**config.mk**
```make
export PLATFORM = sky130hd
export DESIGN_NAME = axi_lite_arbiter
export DESIGN_NICKNAME = d
export VERILOG_FILES = /design/src/rtl/axi_lite_arbiter.sv
export SDC_FILE = /design/constraint.sdc
export NUM_CORES = 1
export LEC_CHECK = 0
export CELL_PAD_IN_SITES_DETAIL_PLACEMENT = 0
export CELL_PAD_IN_SITES_GLOBAL_PLACEMENT = 1
export CORE_AREA = 2 2 172 174
export CTS_CLUSTER_DIAMETER = 30
export DETAILED_ROUTE_END_ITERATION = 10
export DIE_AREA = 0 0 174 176
export PLACE_DENSITY = 0.76
export SYNTH_ARGS = -nofsm -noshare
export SYNTH_HDL_FRONTEND = slang
export SYNTH_SLANG_ARGS = --single-unit
```
**constraint.sdc**
```tcl
create_clock -name clk_i -period 2.17 [get_ports clk_i]
set_input_delay 0.434 -clock clk_i [delete_from_list [all_inputs] [get_ports clk_i]]
set_output_delay 0.434 -clock clk_i [all_outputs]
set_load 0.05 [all_outputs]
```
**src/rtl/axi_lite_arbiter.sv**
```systemverilog
// rtl/axi_lite_arbiter.sv - two-master AXI-Lite arbiter (one transaction per grant); define ARB_RR_EN for round-robin
module axi_lite_arbiter #(
  parameter int  ADDR_W = 32,
  parameter int  DATA_W = 32,
  localparam int STRB_W = DATA_W / 8
) (
  input  logic                  clk_i,
  input  logic                  rst_i,
  // master side, bit/slice index = master id (0 = IFU, 1 = LSU)
  input  logic [1:0]            m_ar_valid_i,
  input  logic [2*ADDR_W-1:0]   m_ar_addr_i,
  output logic [1:0]            m_ar_ready_o,
  output logic [1:0]            m_r_valid_o,
  output logic [2*DATA_W-1:0]   m_r_data_o,
  output logic [3:0]            m_r_resp_o,
  input  logic [1:0]            m_r_ready_i,
  input  logic [1:0]            m_aw_valid_i,
  input  logic [2*ADDR_W-1:0]   m_aw_addr_i,
  output logic [1:0]            m_aw_ready_o,
  input  logic [1:0]            m_w_valid_i,
  input  logic [2*DATA_W-1:0]   m_w_data_i,
  input  logic [2*STRB_W-1:0]   m_w_strb_i,
  output logic [1:0]            m_w_ready_o,
  output logic [1:0]            m_b_valid_o,
  output logic [3:0]            m_b_resp_o,
  input  logic [1:0]            m_b_ready_i,
  // slave side
  output logic                  s_ar_valid_o,
  output logic [ADDR_W-1:0]     s_ar_addr_o,
  input  logic                  s_ar_ready_i,
  input  logic                  s_r_valid_i,
  input  logic [DATA_W-1:0]     s_r_data_i,
  input  logic [1:0]            s_r_resp_i,
  output logic                  s_r_ready_o,
  output logic                  s_aw_valid_o,
  output logic [ADDR_W-1:0]     s_aw_addr_o,
  input  logic                  s_aw_ready_i,
  output logic                  s_w_valid_o,
  output logic [DATA_W-1:0]     s_w_data_o,
  output logic [STRB_W-1:0]     s_w_strb_o,
  input  logic                  s_w_ready_i,
  input  logic                  s_b_valid_i,
  input  logic [1:0]            s_b_resp_i,
  output logic                  s_b_ready_o
);

  typedef enum logic [2:0] {
    S_IDLE = 3'b001,
    S_RD   = 3'b010,
    S_WR   = 3'b100
  } state_t;

  state_t r_state;
  state_t w_state_nxt;
  logic   r_owner;
  logic   w_owner_nxt;

  // one-shot guards: each address/data beat is forwarded once per grant
  logic   r_ar_done;
  logic   r_aw_done;
  logic   r_w_done;

  logic [1:0] w_req;
  logic       w_win;
  logic       w_grant;

  logic w_ar_hs;
  logic w_r_hs;
  logic w_aw_hs;
  logic w_w_hs;
  logic w_b_hs;

  logic [ADDR_W-1:0] w_own_ar_addr;
  logic [ADDR_W-1:0] w_own_aw_addr;
  logic [DATA_W-1:0] w_own_w_data;
  logic [STRB_W-1:0] w_own_w_strb;

  // a master asks for the bus with either address channel; W alone is not a request
  assign w_req   = m_ar_valid_i | m_aw_valid_i;
  assign w_grant = (r_state == S_IDLE) && (|w_req);

`ifdef ARB_RR_EN
  logic r_ptr;

  // on a tie the master that did not win last time goes first
  always_comb begin
    w_win = w_req[1];
    if (&w_req) begin
      w_win = ~r_ptr;
    end
  end

  // remember the last granted master
  always_ff @(posedge clk_i or negedge rst_i) begin
    if (!rst_i) begin
      r_ptr <= 1'b0;
    end else if (w_grant) begin
      r_ptr <= w_win;
    end
  end
`else
  // fixed priority: LSU (master 1) beats IFU (master 0)
  assign w_win = w_req[1];
`endif

  assign w_own_ar_addr = r_owner ? m_ar_addr_i[2*ADDR_W-1:ADDR_W] : m_ar_addr_i[ADDR_W-1:0];
  assign w_own_aw_addr = r_owner ? m_aw_addr_i[2*ADDR_W-1:ADDR_W] : m_aw_addr_i[ADDR_W-1:0];
  assign w_own_w_data  = r_owner ? m_w_data_i[2*DATA_W-1:DATA_W]  : m_w_data_i[DATA_W-1:0];
  assign w_own_w_strb  = r_owner ? m_w_strb_i[2*STRB_W-1:STRB_W]  : m_w_strb_i[STRB_W-1:0];

  assign w_ar_hs = s_ar_valid_o & s_ar_ready_i;
  assign w_r_hs  = s_r_valid_i  & s_r_ready_o;
  assign w_aw_hs = s_aw_valid_o & s_aw_ready_i;
  assign w_w_hs  = s_w_valid_o  & s_w_ready_i;
  assign w_b_hs  = s_b_valid_i  & s_b_ready_o;

  // state and owner registers
  always_ff @(posedge clk_i or negedge rst_i) begin
    if (!rst_i) begin
      r_state <= S_IDLE;
      r_owner <= 1'b0;
    end else begin
      r_state <= w_state_nxt;
      r_owner <= w_owner_nxt;
    end
  end

  // beat-accepted flags, cleared whenever the bus is idle
  always_ff @(posedge clk_i or negedge rst_i) begin
    if (!rst_i) begin
      r_ar_done <= 1'b0;
      r_aw_done <= 1'b0;
      r_w_done  <= 1'b0;
    end else if (r_state == S_IDLE) begin
      r_ar_done <= 1'b0;
      r_aw_done <= 1'b0;
      r_w_done  <= 1'b0;
    end else begin
      if (w_ar_hs) r_ar_done <= 1'b1;
      if (w_aw_hs) r_aw_done <= 1'b1;
      if (w_w_hs)  r_w_done  <= 1'b1;
    end
  end

  // next state: arbitrate in IDLE, hold the grant until the response handshake
  always_comb begin
    w_state_nxt = r_state;
    w_owner_nxt = r_owner;
    case (r_state)
      S_IDLE: begin
        if (|w_req) begin
          w_owner_nxt = w_win;
          // a read pending from the winner is served before its write
          w_state_nxt = m_ar_valid_i[w_win] ? S_RD : S_WR;
        end
      end
      S_RD: begin
        if (w_r_hs) w_state_nxt = S_IDLE;
      end
      S_WR: begin
        if (w_b_hs) w_state_nxt = S_IDLE;
      end
      default: begin
        w_state_nxt = S_IDLE;
      end
    endcase
  end

  // channel routing: only the owner's channels reach the slave and vice versa
  always_comb begin
    m_ar_ready_o = 2'b00;
    m_r_valid_o  = 2'b00;
    m_r_data_o   = '0;
    m_r_resp_o   = 4'b0000;
    m_aw_ready_o = 2'b00;
    m_w_ready_o  = 2'b00;
    m_b_valid_o  = 2'b00;
    m_b_resp_o   = 4'b0000;
    s_ar_valid_o = 1'b0;
    s_ar_addr_o  = '0;
    s_r_ready_o  = 1'b0;
    s_aw_valid_o = 1'b0;
    s_aw_addr_o  = '0;
    s_w_valid_o  = 1'b0;
    s_w_data_o   = '0;
    s_w_strb_o   = '0;
    s_b_ready_o  = 1'b0;
    case (r_state)
      S_RD: begin
        s_ar_valid_o          = m_ar_valid_i[r_owner] & ~r_ar_done;
        s_ar_addr_o           = w_own_ar_addr;
        m_ar_ready_o[r_owner] = s_ar_ready_i & ~r_ar_done;
        m_r_valid_o[r_owner]  = s_r_valid_i;
        s_r_ready_o           = m_r_ready_i[r_owner];
        if (r_owner) begin
          m_r_data_o[2*DATA_W-1:DATA_W] = s_r_data_i;
          m_r_resp_o[3:2]               = s_r_resp_i;
        end else begin
          m_r_data_o[DATA_W-1:0] = s_r_data_i;
          m_r_resp_o[1:0]        = s_r_resp_i;
        end
      end
      S_WR: begin
        s_aw_valid_o          = m_aw_valid_i[r_owner] & ~r_aw_done;
        s_aw_addr_o           = w_own_aw_addr;
        m_aw_ready_o[r_owner] = s_aw_ready_i & ~r_aw_done;
        s_w_valid_o           = m_w_valid_i[r_owner] & ~r_w_done;
        s_w_data_o            = w_own_w_data;
        s_w_strb_o            = w_own_w_strb;
        m_w_ready_o[r_owner]  = s_w_ready_i & ~r_w_done;
        m_b_valid_o[r_owner]  = s_b_valid_i;
        s_b_ready_o           = m_b_ready_i[r_owner];
        if (r_owner) begin
          m_b_resp_o[3:2] = s_b_resp_i;
        end else begin
          m_b_resp_o[1:0] = s_b_resp_i;
        end
      end
      default: begin
      end
    endcase
  end

endmodule

```
==> impl_results.md <==
- Result of the run: finished with violations
- Failing checks: setup timing
- Sequential cell area fraction in the yosys report: between 6 and 7%
- Relative area change from synthesis to final layout: 326.0%
- Count of maximum capacitance violations: 0
- GR Overflow Total: 0
- Via count: 4606
- R2r endpoint: r_state[1]
- Mapped cell area: between 2000 and 3000 um^2
- Crit start category: flip-flop
- Kind of end point of the critical path: primary output
- Worst Setup Slack, final: -73.00 ps
- Via count of the first global-routing pass: 5153
- Number of antenna violations at the first check in global routing: 3
- Max Slew Vio Count: 0
- Register-to-register setup slack: 570 ps
- Register-to-Register Path Depth: 5
- Worst-path maximum fanout: 22
- Post-synthesis net count: 624
- Part of the power in combinational logic: between 90% and 100%
- Data required time of the worst path: 1740 ps
- Clock transition at the registers of the reported paths: 40 ps
- Unrepaired setup endpoints after global routing: yes
- Transition time at the pin with the least slew margin: 479.0 ps
- CTS Root Buffer Type: sky130_fd_sc_hd__clkbuf_16
- Initial core utilization: 8.910%
- Avg WL per Cell: 19.41 um
- Clock tree from TritonCTS: done
- Die height: ~180 um
- Total length of routed wires: 23770 um
- Gate count of the mapped netlist: approximately 370
- Total of warnings raised by yosys: 0
- DP Area: just under 10000 um^2
- Minimum clock period: 2243 ps
- Total Die Area: ~31000 um^2
- Headroom to the max-slew limit: 67.15%
- Wire length of the first global-routing pass: about 34000 um
- Flip-flop and latch count after synthesis: 7
- Fraction of post-synthesis cell area in the top cell type by area: 40.14%
- Count of boundary I/O pins: 440
- Fraction of layout instances using a drive strength above 1: 50.95%
- DRC Markers: 0
- Largest buffer count on any clock path: 2
- Min-Delay Path Class: in -> async
- Register share of total power: 3.4%
- Share of total power consumed by net switching: roughly half
- Place WS: 56.38 ps
- Post-DP HPWL: between 15000 and 20000 um
- Core outline area: 28550 um^2
- Worst endpoint data arrival time: about 1800 ps
- CTS Buf Count: 3
- Number of placed instances with taps included: 1189
- Final Cycle Share: 103.4%
- 1st-pass router iterations: 4
- Post-cts hold buffer count: 0
- Final GP Congestion: 0.7834
- Power consumption: 8504 uW
- Final hold violation count: 0
- Fin nets: 1094
- Total of fill cells in the finished design: 2782
- Port-buffer cells: ~440
- Max Fclk: 0.4458 GHz
- Detailed Route Iter0 Violations: between 90 and 100
- Area of all placed cells without fillers: 10840 um^2
- Ranking of synthesized cells by area: sky130_fd_sc_hd__mux2i_1, sky130_fd_sc_hd__nor2_1, sky130_fd_sc_hd__and2_1, sky130_fd_sc_hd__and3_1, sky130_fd_sc_hd__dfrtp_1
- Internal cell power: roughly 4300 uW
- Switching power summed over all nets: 4199 uW
- Average cell area after synthesis: between 6 and 7 um^2
- Number of vias per cell: 3.760
- Final clock skew: around 1.5 ps
- Overall fraction of global-route tracks in use: about 15%
- Die W: about 170 um
- Maximum number of pins on one net before global-route repair: 41
- Pwr Density: a little under 800 nW/um^2
- Setup violation total in the final timing report: 97
- Number of cells in the finished layout apart from fillers: 1225
- Reg2Reg Launch Point: r_state[2]
- Standard-cell row count: 62
- Highest ir drop seen on vdd: 459.4 uV
- Routed Antenna Nets: 0
- Clock Sinks: 7
- Worst setup path category: reg -> out
- Share of power burned in the clock network: 3.7%
- Number of levels the H-tree was split into: 1
- Clock insertion delay at the later pin of the skew report: 230 ps
- Top cell type by total area after synthesis: sky130_fd_sc_hd__mux2i_1
- Number of distinct library cell variants in the gate-level netlist after synthesis: 27
- Leak pwr: ~0.0044 uW
worst max-delay path by stage:
stage                from         endpoint  slack, ps  depth (start not counted)
5_1_grt        r_state[2]   s_w_data_o[12]       -120                          5
3_3_place_gp   r_state[2]    s_w_data_o[9]         40                          5
6_report       r_state[2]   s_aw_addr_o[8]        -70                          5
2_1_floorplan  r_state[1]  m_aw_ready_o[0]       -270                          3
3_5_place_dp   r_state[2]   s_w_data_o[25]         60                          5
4_1_cts        r_state[2]   m_b_valid_o[0]        -90                          6
power by group through the flow:
stage	Sequential, uW	Combinational [uW]	Clock (uW)
3_3_place_gp	278	6640	0
5_1_grt	299	8240	331
6_report	292	7890	318
3_5_place_dp	284	6680	0
2_1_floorplan	213	3520	0
4_1_cts	289	7550	319
per-stage QoR:
stage	hold WS, ps	setup TNS [ps]	utilization (%)
after detailed placement	507.4	0	33.92
after floorplan	138.4	-584.6	-
after CTS	482.6	-3968	36.63
after global placement	497.7	0	33.92
final	481.4	-3422	37.96
after global routing	499.7	-10160	37.95
cell usage in the layout, fill, tap and decap left out, types with 3 or more instances in the layout:
cell type and count:
sky130_fd_sc_hd__clkdlybuf4s50_1 252, sky130_fd_sc_hd__buf_12 195, sky130_fd_sc_hd__mux2i_1 86, sky130_fd_sc_hd__nor2_4 68, sky130_fd_sc_hd__nor2_2 39, sky130_fd_sc_hd__and2_4 35
sky130_fd_sc_hd__and3_1 34, sky130_fd_sc_hd__buf_4 33, sky130_fd_sc_hd__mux2i_2 13, sky130_fd_sc_hd__nor2_1 8, sky130_fd_sc_hd__buf_6 8, sky130_fd_sc_hd__buf_16 7
sky130_fd_sc_hd__clkbuf_16 6, sky130_fd_sc_hd__nand2_1 5, sky130_fd_sc_hd__nand2b_1 4, sky130_fd_sc_hd__dfrtp_1 4, sky130_fd_sc_hd__or3b_4 3, sky130_fd_sc_hd__mux2i_4 3
sky130_fd_sc_hd__mux2_2 3, sky130_fd_sc_hd__a31oi_1 3
what timing repair did:
item / CTS / global route
cloned: 7 / 4
setup buffers: 9 / 11
resized for setup: 105 / 56
setup endpoints to repair: 134 / 146
pin swaps: 38 / 23
hold endpoints to repair: 0 / 0
synth_stat cells:
cell and instances:
sky130_fd_sc_hd__a21oi_1 2, sky130_fd_sc_hd__nor3_1 3, sky130_fd_sc_hd__and3_1 37, sky130_fd_sc_hd__inv_1 2
sky130_fd_sc_hd__nor2_1 115, sky130_fd_sc_hd__and2_1 37, sky130_fd_sc_hd__o21ai_0 2, sky130_fd_sc_hd__o21a_1 1
sky130_fd_sc_hd__buf_4 1, sky130_fd_sc_hd__dfrtp_1 6, sky130_fd_sc_hd__nor2_8 1, sky130_fd_sc_hd__buf_2 21
sky130_fd_sc_hd__a31oi_1 3, sky130_fd_sc_hd__a22o_1 1, sky130_fd_sc_hd__buf_6 4, sky130_fd_sc_hd__or3b_1 2
sky130_fd_sc_hd__mux2i_1 102, sky130_fd_sc_hd__nand2_1 5, sky130_fd_sc_hd__dfstp_2 1, sky130_fd_sc_hd__a21o_1 2
sky130_fd_sc_hd__mux2_2 3, sky130_fd_sc_hd__or3b_2 1, sky130_fd_sc_hd__a211oi_1 1, sky130_fd_sc_hd__nor3b_1 3
sky130_fd_sc_hd__nor3_2 1, sky130_fd_sc_hd__nand2b_1 4, sky130_fd_sc_hd__clkbuf_1 10
cells by family (layout without fill, tap and decap cells):
group                  count (synthesis)  after routing  share of synthesized area (%)
and+or+nand+nor                      209            210                          40.58
other                                  0              1                              0
muxes                                105            105                          41.47
DFF                                    7              7                          6.936
AOI/OAI and AO/OA                     12             12                          3.050
buffers and inverters                 38            506                          7.969
final cells by class:
cell class | instances | area [um^2] | share of cell area, %
multi-input combinational | 327 | 3007 | 27.75
sequential | 7 | 181.4 | 1.674
antenna | 1 | 2.502 | 0.02309
inverter | 2 | 7.507 | 0.06928
tap | 384 | 480.5 | 4.434
timing repair buffer | 500 | 7079 | 65.33
clock buffer | 4 | 78.83 | 0.7274
worst max-delay path, stage by stage, from the launching register on:
cell                      delay [ps]
sky130_fd_sc_hd__dfrtp_1         360
sky130_fd_sc_hd__buf_6           130
sky130_fd_sc_hd__or3b_4          500
sky130_fd_sc_hd__buf_12          230
sky130_fd_sc_hd__nor2_2          180
sky130_fd_sc_hd__buf_12          160
flip-flops by register name, summed over array words and instances (netlist names):
name and flops:
r_owner 1, r_w_done 1, r_ar_done 1, r_state 3, r_aw_done 1
per-layer routing:
metal	vias to the layer above	share of wire, %	track usage [%]
li1	2213	-	-
met1	2091	39	17.19
met2	279	50	25.98
met3	19	9.5	4.974
met4	4	1.5	2.031
met5	-	0.11	0
(Power assumes the default switching activity.)
